`config.mk`:
```
export PLATFORM = sky130hd
export DESIGN_NAME = nios2_oci_trace_capture
export DESIGN_NICKNAME = d
export VERILOG_FILES = /design/src/rtl/nios2_oci_trace_pkg.sv /design/src/rtl/nios2_oci_trace_fifo.sv /design/src/rtl/nios2_oci_trace_capture.sv
export SDC_FILE = /design/constraint.sdc
export NUM_CORES = 1
export LEC_CHECK = 0
export ABC_AREA = 1
export CAP_MARGIN = 20
export CORE_MARGIN = 5
export CORE_UTILIZATION = 48
export DETAILED_ROUTE_END_ITERATION = 10
export HOLD_SLACK_MARGIN = 0.1
export PLACE_DENSITY = 0.61
export SETUP_SLACK_MARGIN = 0.05
export SYNTH_ARGS = -nofsm -noshare
export SYNTH_HDL_FRONTEND = slang
export SYNTH_HIERARCHICAL = 1
export SYNTH_SLANG_ARGS = --single-unit
```
`constraint.sdc`:
```
create_clock -name clk -period 2.6 [get_ports clk]
set_clock_uncertainty 0.05 [all_clocks]
set_input_delay 0.39 -clock clk [delete_from_list [all_inputs] [get_ports clk]]
set_output_delay 0.39 -clock clk [all_outputs]
set_load 0.01 [all_outputs]
```
`src/rtl/nios2_oci_trace_pkg.sv`:
```
// Shared types and helpers for the OCI trace capture unit.
package nios2_oci_trace_pkg;

  typedef enum logic [1:0] {
    CAPTURE = 2'd0,
    DRAIN   = 2'd1,
    DONE    = 2'd2
  } trace_state_e;

  localparam int DEF_DCT_WIDTH   = 30;
  localparam int DEF_COUNT_WIDTH = 4;
  localparam int DEF_ENTRY_W     = DEF_COUNT_WIDTH + DEF_DCT_WIDTH;

  // Width of one stored FIFO entry: {tag, payload}.
  function automatic int entry_width(input int count_w, input int dct_w);
    return count_w + dct_w;
  endfunction

  // Increment that holds at the all-ones value of a w-bit counter (w <= 32).
  function automatic logic [31:0] sat_inc(input logic [31:0] v, input int w);
    logic [31:0] mx;
    mx = (w >= 32) ? 32'hFFFF_FFFF : ((32'd1 << w) - 32'd1);
    return (v >= mx) ? mx : v + 32'd1;
  endfunction

endpackage

```
`src/rtl/nios2_oci_trace_fifo.sv`:
```
// First-word-fall-through FIFO; the head is visible the cycle after it is written.
module nios2_oci_trace_fifo #(
  parameter int WIDTH = 34,
  parameter int DEPTH = 16,
  parameter int AW    = $clog2(DEPTH)
) (
  input  logic             clk,
  input  logic             reset_n,
  input  logic             push,
  input  logic             pop,
  input  logic             flush,
  input  logic [WIDTH-1:0] din,
  output logic [WIDTH-1:0] dout,
  output logic             valid,
  output logic [AW:0]      level
);

  logic [WIDTH-1:0] mem [DEPTH];
  logic [AW-1:0]    wr_ptr;
  logic [AW-1:0]    rd_ptr;

  // Storage; cleared on reset so no stale frame survives a restart.
  always_ff @(posedge clk or negedge reset_n) begin
    if (!reset_n) begin
      for (int i = 0; i < DEPTH; i++) mem[i] <= '0;
    end else if (push && !flush) begin
      mem[wr_ptr] <= din;
    end
  end

  // Pointers and occupancy; flush dominates any push or pop in the same cycle.
  always_ff @(posedge clk or negedge reset_n) begin
    if (!reset_n) begin
      wr_ptr <= '0;
      rd_ptr <= '0;
      level  <= '0;
    end else if (flush) begin
      wr_ptr <= '0;
      rd_ptr <= '0;
      level  <= '0;
    end else begin
      if (push) wr_ptr <= wr_ptr + AW'(1);
      if (pop)  rd_ptr <= rd_ptr + AW'(1);
      case ({push, pop})
        2'b10:   level <= level + (AW+1)'(1);
        2'b01:   level <= level - (AW+1)'(1);
        default: level <= level;
      endcase
    end
  end

  assign valid = (level != '0);
  // Head is forced to zero when empty so the read port never shows stale data.
  assign dout  = valid ? mem[rd_ptr] : '0;

endmodule

```
`src/rtl/nios2_oci_trace_capture.sv`:
```
// Trace capture: FIFO of {dct_count, dct_buffer} frames, drop accounting and
// a capture/drain/done state machine controlled by the test-end signals.
module nios2_oci_trace_capture
  import nios2_oci_trace_pkg::*;
#(
  parameter int DCT_WIDTH   = 30,
  parameter int COUNT_WIDTH = 4,
  parameter int DEPTH       = 16,
  parameter int CNT_WIDTH   = 16
) (
  input  logic                     clk,
  input  logic                     reset_n,
  input  logic [DCT_WIDTH-1:0]     dct_buffer,
  input  logic [COUNT_WIDTH-1:0]   dct_count,
  input  logic                     dct_push,
  input  logic                     test_ending,
  input  logic                     test_has_ended,
  output logic                     out_valid,
  input  logic                     out_ready,
  output logic [DCT_WIDTH-1:0]     out_data,
  output logic [COUNT_WIDTH-1:0]   out_count,
  output logic [$clog2(DEPTH):0]   level,
  output logic                     overflow,
  output logic [CNT_WIDTH-1:0]     frame_count,
  output logic [CNT_WIDTH-1:0]     drop_count,
  output logic                     done
);

  localparam int LW = $clog2(DEPTH);
  localparam int EW = entry_width(COUNT_WIDTH, DCT_WIDTH);

  trace_state_e    state;
  logic            pop;
  logic            full;
  logic            flush;
  logic            cap_push;
  logic            push_acc;
  logic            push_drop;
  logic [EW-1:0]   head;

  assign pop       = out_valid && out_ready;
  assign full      = (level == (LW+1)'(DEPTH));
  // Abort flushes on the edge that enters DONE.
  assign flush     = test_has_ended && (state != DONE);
  assign cap_push  = (state == CAPTURE) && dct_push && !test_has_ended;
  // A pop in the same cycle frees the slot, so a full FIFO still accepts.
  assign push_acc  = cap_push && (!full || pop);
  assign push_drop = cap_push && full && !pop;

  nios2_oci_trace_fifo #(.WIDTH(EW), .DEPTH(DEPTH)) u_fifo (
    .clk     (clk),
    .reset_n (reset_n),
    .push    (push_acc),
    .pop     (pop),
    .flush   (flush),
    .din     ({dct_count, dct_buffer}),
    .dout    (head),
    .valid   (out_valid),
    .level   (level)
  );

  assign {out_count, out_data} = head;

  // Frame/drop accounting; only reachable in CAPTURE, so frozen afterwards.
  always_ff @(posedge clk or negedge reset_n) begin
    if (!reset_n) begin
      frame_count <= '0;
      drop_count  <= '0;
      overflow    <= 1'b0;
    end else begin
      if (push_acc)
        frame_count <= CNT_WIDTH'(sat_inc(32'(frame_count), CNT_WIDTH));
      if (push_drop) begin
        drop_count <= CNT_WIDTH'(sat_inc(32'(drop_count), CNT_WIDTH));
        overflow   <= 1'b1;
      end
    end
  end

  // Capture/drain/done control; done is sticky until reset.
  always_ff @(posedge clk or negedge reset_n) begin
    if (!reset_n) begin
      state <= CAPTURE;
      done  <= 1'b0;
    end else begin
      case (state)
        CAPTURE: begin
          if (test_has_ended) begin
            state <= DONE;
            done  <= 1'b1;
          end else if (test_ending) begin
            state <= DRAIN;
          end
        end
        DRAIN: begin
          if (test_has_ended || level == '0 ||
              (level == (LW+1)'(1) && pop)) begin
            state <= DONE;
            done  <= 1'b1;
          end
        end
        DONE: begin
          state <= DONE;
          done  <= 1'b1;
        end
        default: begin
          state <= DONE;
          done  <= 1'b1;
        end
      endcase
    end
  end

endmodule

```
==> results by stage <==
Status:
- The run finished, with violations left.
- The checks that failed: negative setup slack.

GRT:
- The number of global-route vias before repair is 24211.
- The global-route wire length before repair is 137000 µm.
- The total congestion overflow after global routing is 0.
- The overall routing resource usage is 27.1%.
- The number of antenna violations at the first check in global routing is 1.
- The pin count of the biggest net entering global routing is 82.

Setup path:
- The reg-to-reg startpoint is u_fifo/level[3].
- The critical path in this run is classified as flop to output port.
- The critical path data required time is 2.16 ns.
- The worst setup path is captured at an output port.
- The kind of start point of the critical path is a flop.
- Following the worst setup path forward leads to its endpoint at out_data[10].
- The data arrival time of the critical path is 2.39 ns.
- The endpoint of the worst-slack reg-to-reg timing path is u_fifo/level[4].
- The worst reg-to-reg path cell count is 19.
- Across all register-to-register paths, the minimum setup slack is 0.21 ns.
- Along the worst path, the maximum fanout reaches 7.
- The critical path startpoint is u_fifo/rd_ptr[0].

Clock network:
- The H-tree was split into 3 levels.
- The number of buffers between clock root and the deepest sink is 3.
- The clock root buffer is sky130_fd_sc_hd__clkbuf_16.
- TritonCTS created 67 clock buffers.
- The insertion delay to the later sink of the worst-skew pair is 0.58 ns.
- The clock tree from TritonCTS is yes.
- The clock sink count is 593.
- Clock-pin slew was measured on the worst setup and hold paths at 0.06 ns.

Placed design:
- The total cell area at the placement stage is 30500 µm².
- The routability-driven placement congestion ratio is 0.842.
- Including well taps, the total number of placed cells is 4252.
- The number of buffer cells added on primary ports is 113.
- Summed over all nets, the half-perimeter wirelength after detailed placement is 48400 µm.
- At the placement stage, the worst setup path has a slack of -0.0747 ns.

Layout:
- The area growth from synthesis to layout is 25.3%.
- The filler cell count is 4978.
- The top cell types in the final layout, fill and taps aside, are sky130_fd_sc_hd__nand2_1, sky130_fd_sc_hd__dfrtp_1, sky130_fd_sc_hd__nand3_1.
- Once layout is done, the placed cells without fillers occupy 35000 µm².
- The share of layout cells above drive strength 1 is 16.1%.
- The sequential cell area in the final layout is 14800 µm².
- Summing all multi-input logic gate instances after layout gives 12200 µm².
- The number of nets in the layout is 3684.
- The library cell used most frequently in the layout, excluding fill and tap cells, is sky130_fd_sc_hd__nand2_1.
- The final standard cell count with taps included and fillers excluded is 4442.

Synthesis:
- The unique cell type count in the Yosys netlist is 37.
- The top flip-flop cell by instance count after synthesis is sky130_fd_sc_hd__dfrtp_1.
- The proportion of synthesized flip-flops having asynchronous set or reset is 100%.
- A synthesized cell averages 7.97 µm².
- The Yosys step of the flow raised 6 warnings.
- The number of synthesized flops with an enable pin is 0.
- The mapped cell area is 27900 µm².
- Counting flops and latches in the post-synthesis netlist gives 593.
- Synthesis produced 3503 cells.
- The net count after synthesis is 3552.
- The share of the Yosys chip area taken by registers is 53.2%.

Route:
- The post-detailed-routing wire length is 87800 µm.
- The pre-antenna-repair detailed-routing pass consisted of 5 iterations.
- The number of nets with antenna violations after detailed routing is 0.
- The via count is 25026.
- The final routed wire length divided by cell count is 19.8 µm.
- The number of design rule violations left after detail routing is 0.
- Dividing the detail-routed via count by the number of cells gives 5.63.
- In this run, the number of DRC markers left after iteration 0 of detailed routing was 2314.

Min path:
- The kind of path behind the tightest hold check is input pin to flop.

Timing:
- The clock period minus final worst setup slack is 2.83 ns.
- Setup repair after global routing could not meet its margin everywhere.
- Hold is met by 0.331 ns.
- The total count of hold-check failures in the final report came to 0.
- The final worst-path setup slack is -0.227 ns.
- The share of the cycle needed by the critical path after routing is 109%.
- The final count of pins violating max slew is 0.
- At the pin with the least slew margin, the transition time is 0.608 ns.
- Static timing analysis puts the maximum clock frequency at 354 MHz.
- In this run the tightest slew margin relative to its limit is 59.5%.
- The final number of setup-violating endpoints is 34.

Floorplan:
- In this run the count of I/O pins placed on the die edge is 114.
- The floorplan die height is 251 µm.
- For this configuration, the core starts out at a cell density of 48.4%.
- The core area is 57700 µm².
- The die is 251 µm wide.
- After floorplanning, the core was divided into 88 placement rows.
- The total die area is 63100 µm².

Job:
- The number of maximum-capacitance violations is 0.

Pwr:
- The worst vdd rail ir drop is 0.566 mV.
- The completed layout was analyzed and its total power is 32.2 mW.
- The total power density per cell area is 920 nW/µm².
- For this design the static power due to leakage is 16.3 nW.
-- power by group --
| part | total [mW] | switching [mW] | leakage [nW] | internal [mW] |
|---|---|---|---|---|
| registers | 9.42 | 0.105 | 8.11 | 9.32 |
| logic | 13.5 | 7.54 | 7.19 | 5.99 |
| clock network | 9.20 | 3.69 | 1.04 | 5.51 |
| total | 32.2 | 11.3 | 16.3 | 20.8 |
-- registers in the layout, indices dropped and copies added, names as in the netlist --
| signal | cells |
|---|---|
| done | 1 |
| drop_count | 16 |
| frame_count | 16 |
| overflow | 1 |
| state | 2 |
| u_fifo/level | 5 |
| u_fifo/mem | 544 |
| u_fifo/rd_ptr | 4 |
| u_fifo/wr_ptr | 4 |
-- worst max-delay path, stage by stage (launching register included) --
cell	delay (ns)
sky130_fd_sc_hd__dfrtp_4	0.52
sky130_fd_sc_hd__buf_12	0.16
sky130_fd_sc_hd__inv_12	0.08
sky130_fd_sc_hd__buf_8	0.12
sky130_fd_sc_hd__buf_16	0.11
sky130_fd_sc_hd__buf_12	0.13
sky130_fd_sc_hd__nand2_4	0.05
sky130_fd_sc_hd__nand3_2	0.06
sky130_fd_sc_hd__nand3_2	0.07
sky130_fd_sc_hd__nand2_1	0.07
sky130_fd_sc_hd__nand2_1	0.06
sky130_fd_sc_hd__a21oi_2	0.21
sky130_fd_sc_hd__buf_2	0.16
-- cell type report --
cell class	count	area share, %
antenna	1	0.00716
clock buffer	99	5.63
clock inverter	11	0.404
inverter	118	1.36
multi-input combinational	2528	34.7
sequential	593	42.5
tap	765	2.74
timing repair buffer	325	12.5
timing repair inverter	2	0.172
-- per-layer routing --
metal / vias up / wire length [µm] / GRT usage, %
met1: 12223 / 37500 / 37.0
met4: 0 / 2390 / 8.58
met5: - / 0 / 0
met2: 909 / 42600 / 44.9
met3: 170 / 5360 / 4.18
li1: 11724 / - / -
-- what timing repair did --
item,4_1_cts,5_1_grt
setup endpoints to repair,35,36
pin swaps,59,97
buffers inserted,36,12
hold buffers,1,0
gates resized for setup,311,167
endpoints found under the hold margin,36,0
cloned,25,11
-- cells by family (layout without fill, tap and decap cells) --
kind of cell | count (synthesis) | after routing | synth area share [%]
and+or+nand+nor | 1857 | 1857 | 28.3
AOI/OAI and AO/OA | 659 | 659 | 11.9
DFF | 593 | 593 | 53.2
buffers and inverters | 382 | 555 | 6.19
adders and majority gates | 9 | 9 | 0.404
xor gates and xnor gates | 3 | 3 | 0.0942
other | 0 | 1 | 0
-- Yosys cell counts, types with 4 or more instances --
cell / n / area, µm²
sky130_fd_sc_hd__ha_1: 9 / 113
sky130_fd_sc_hd__clkbuf_1: 93 / 349
sky130_fd_sc_hd__nor2_2: 8 / 50.1
sky130_fd_sc_hd__a21oi_1: 345 / 1730
sky130_fd_sc_hd__nand2_1: 1033 / 3880
sky130_fd_sc_hd__inv_2: 5 / 18.8
sky130_fd_sc_hd__buf_4: 33 / 248
sky130_fd_sc_hd__dfrtp_1: 593 / 14800
sky130_fd_sc_hd__nor2_1: 314 / 1180
sky130_fd_sc_hd__nand3b_1: 9 / 67.6
sky130_fd_sc_hd__nor2_4: 14 / 158
sky130_fd_sc_hd__nand3_1: 439 / 2200
sky130_fd_sc_hd__o21ai_1: 29 / 145
sky130_fd_sc_hd__buf_1: 18 / 67.6
sky130_fd_sc_hd__nand2_4: 4 / 45.0
sky130_fd_sc_hd__buf_2: 116 / 581
sky130_fd_sc_hd__nand4_1: 19 / 119
sky130_fd_sc_hd__o21ai_0: 279 / 1400
sky130_fd_sc_hd__inv_1: 111 / 417
-- worst min-delay path by stage --
stage | from | endpoint | slack [ns] | depth (start not counted)
after detailed placement | reset_n | u_fifo/mem[317] | 0.35 | 1
after global routing | test_ending | state[0] | 0.32 | 3
after floorplan | reset_n | done | 0.04 | 0
after CTS | dct_buffer[27] | u_fifo/mem[197] | 0.30 | 3
after global placement | reset_n | drop_count[5] | 0.36 | 1
final | dct_buffer[27] | u_fifo/mem[197] | 0.33 | 3
-- through the flow --
step | TNS (ns) | util, %
4_1_cts | -6.68 | 59.1
3_3_place_gp | -0.219 | 52.8
3_5_place_dp | -0.374 | 52.8
6_report | -5.15 | 60.6
5_1_grt | -8.24 | 60.6
2_1_floorplan | 0 | -
Power figures use the tool's default switching activity.
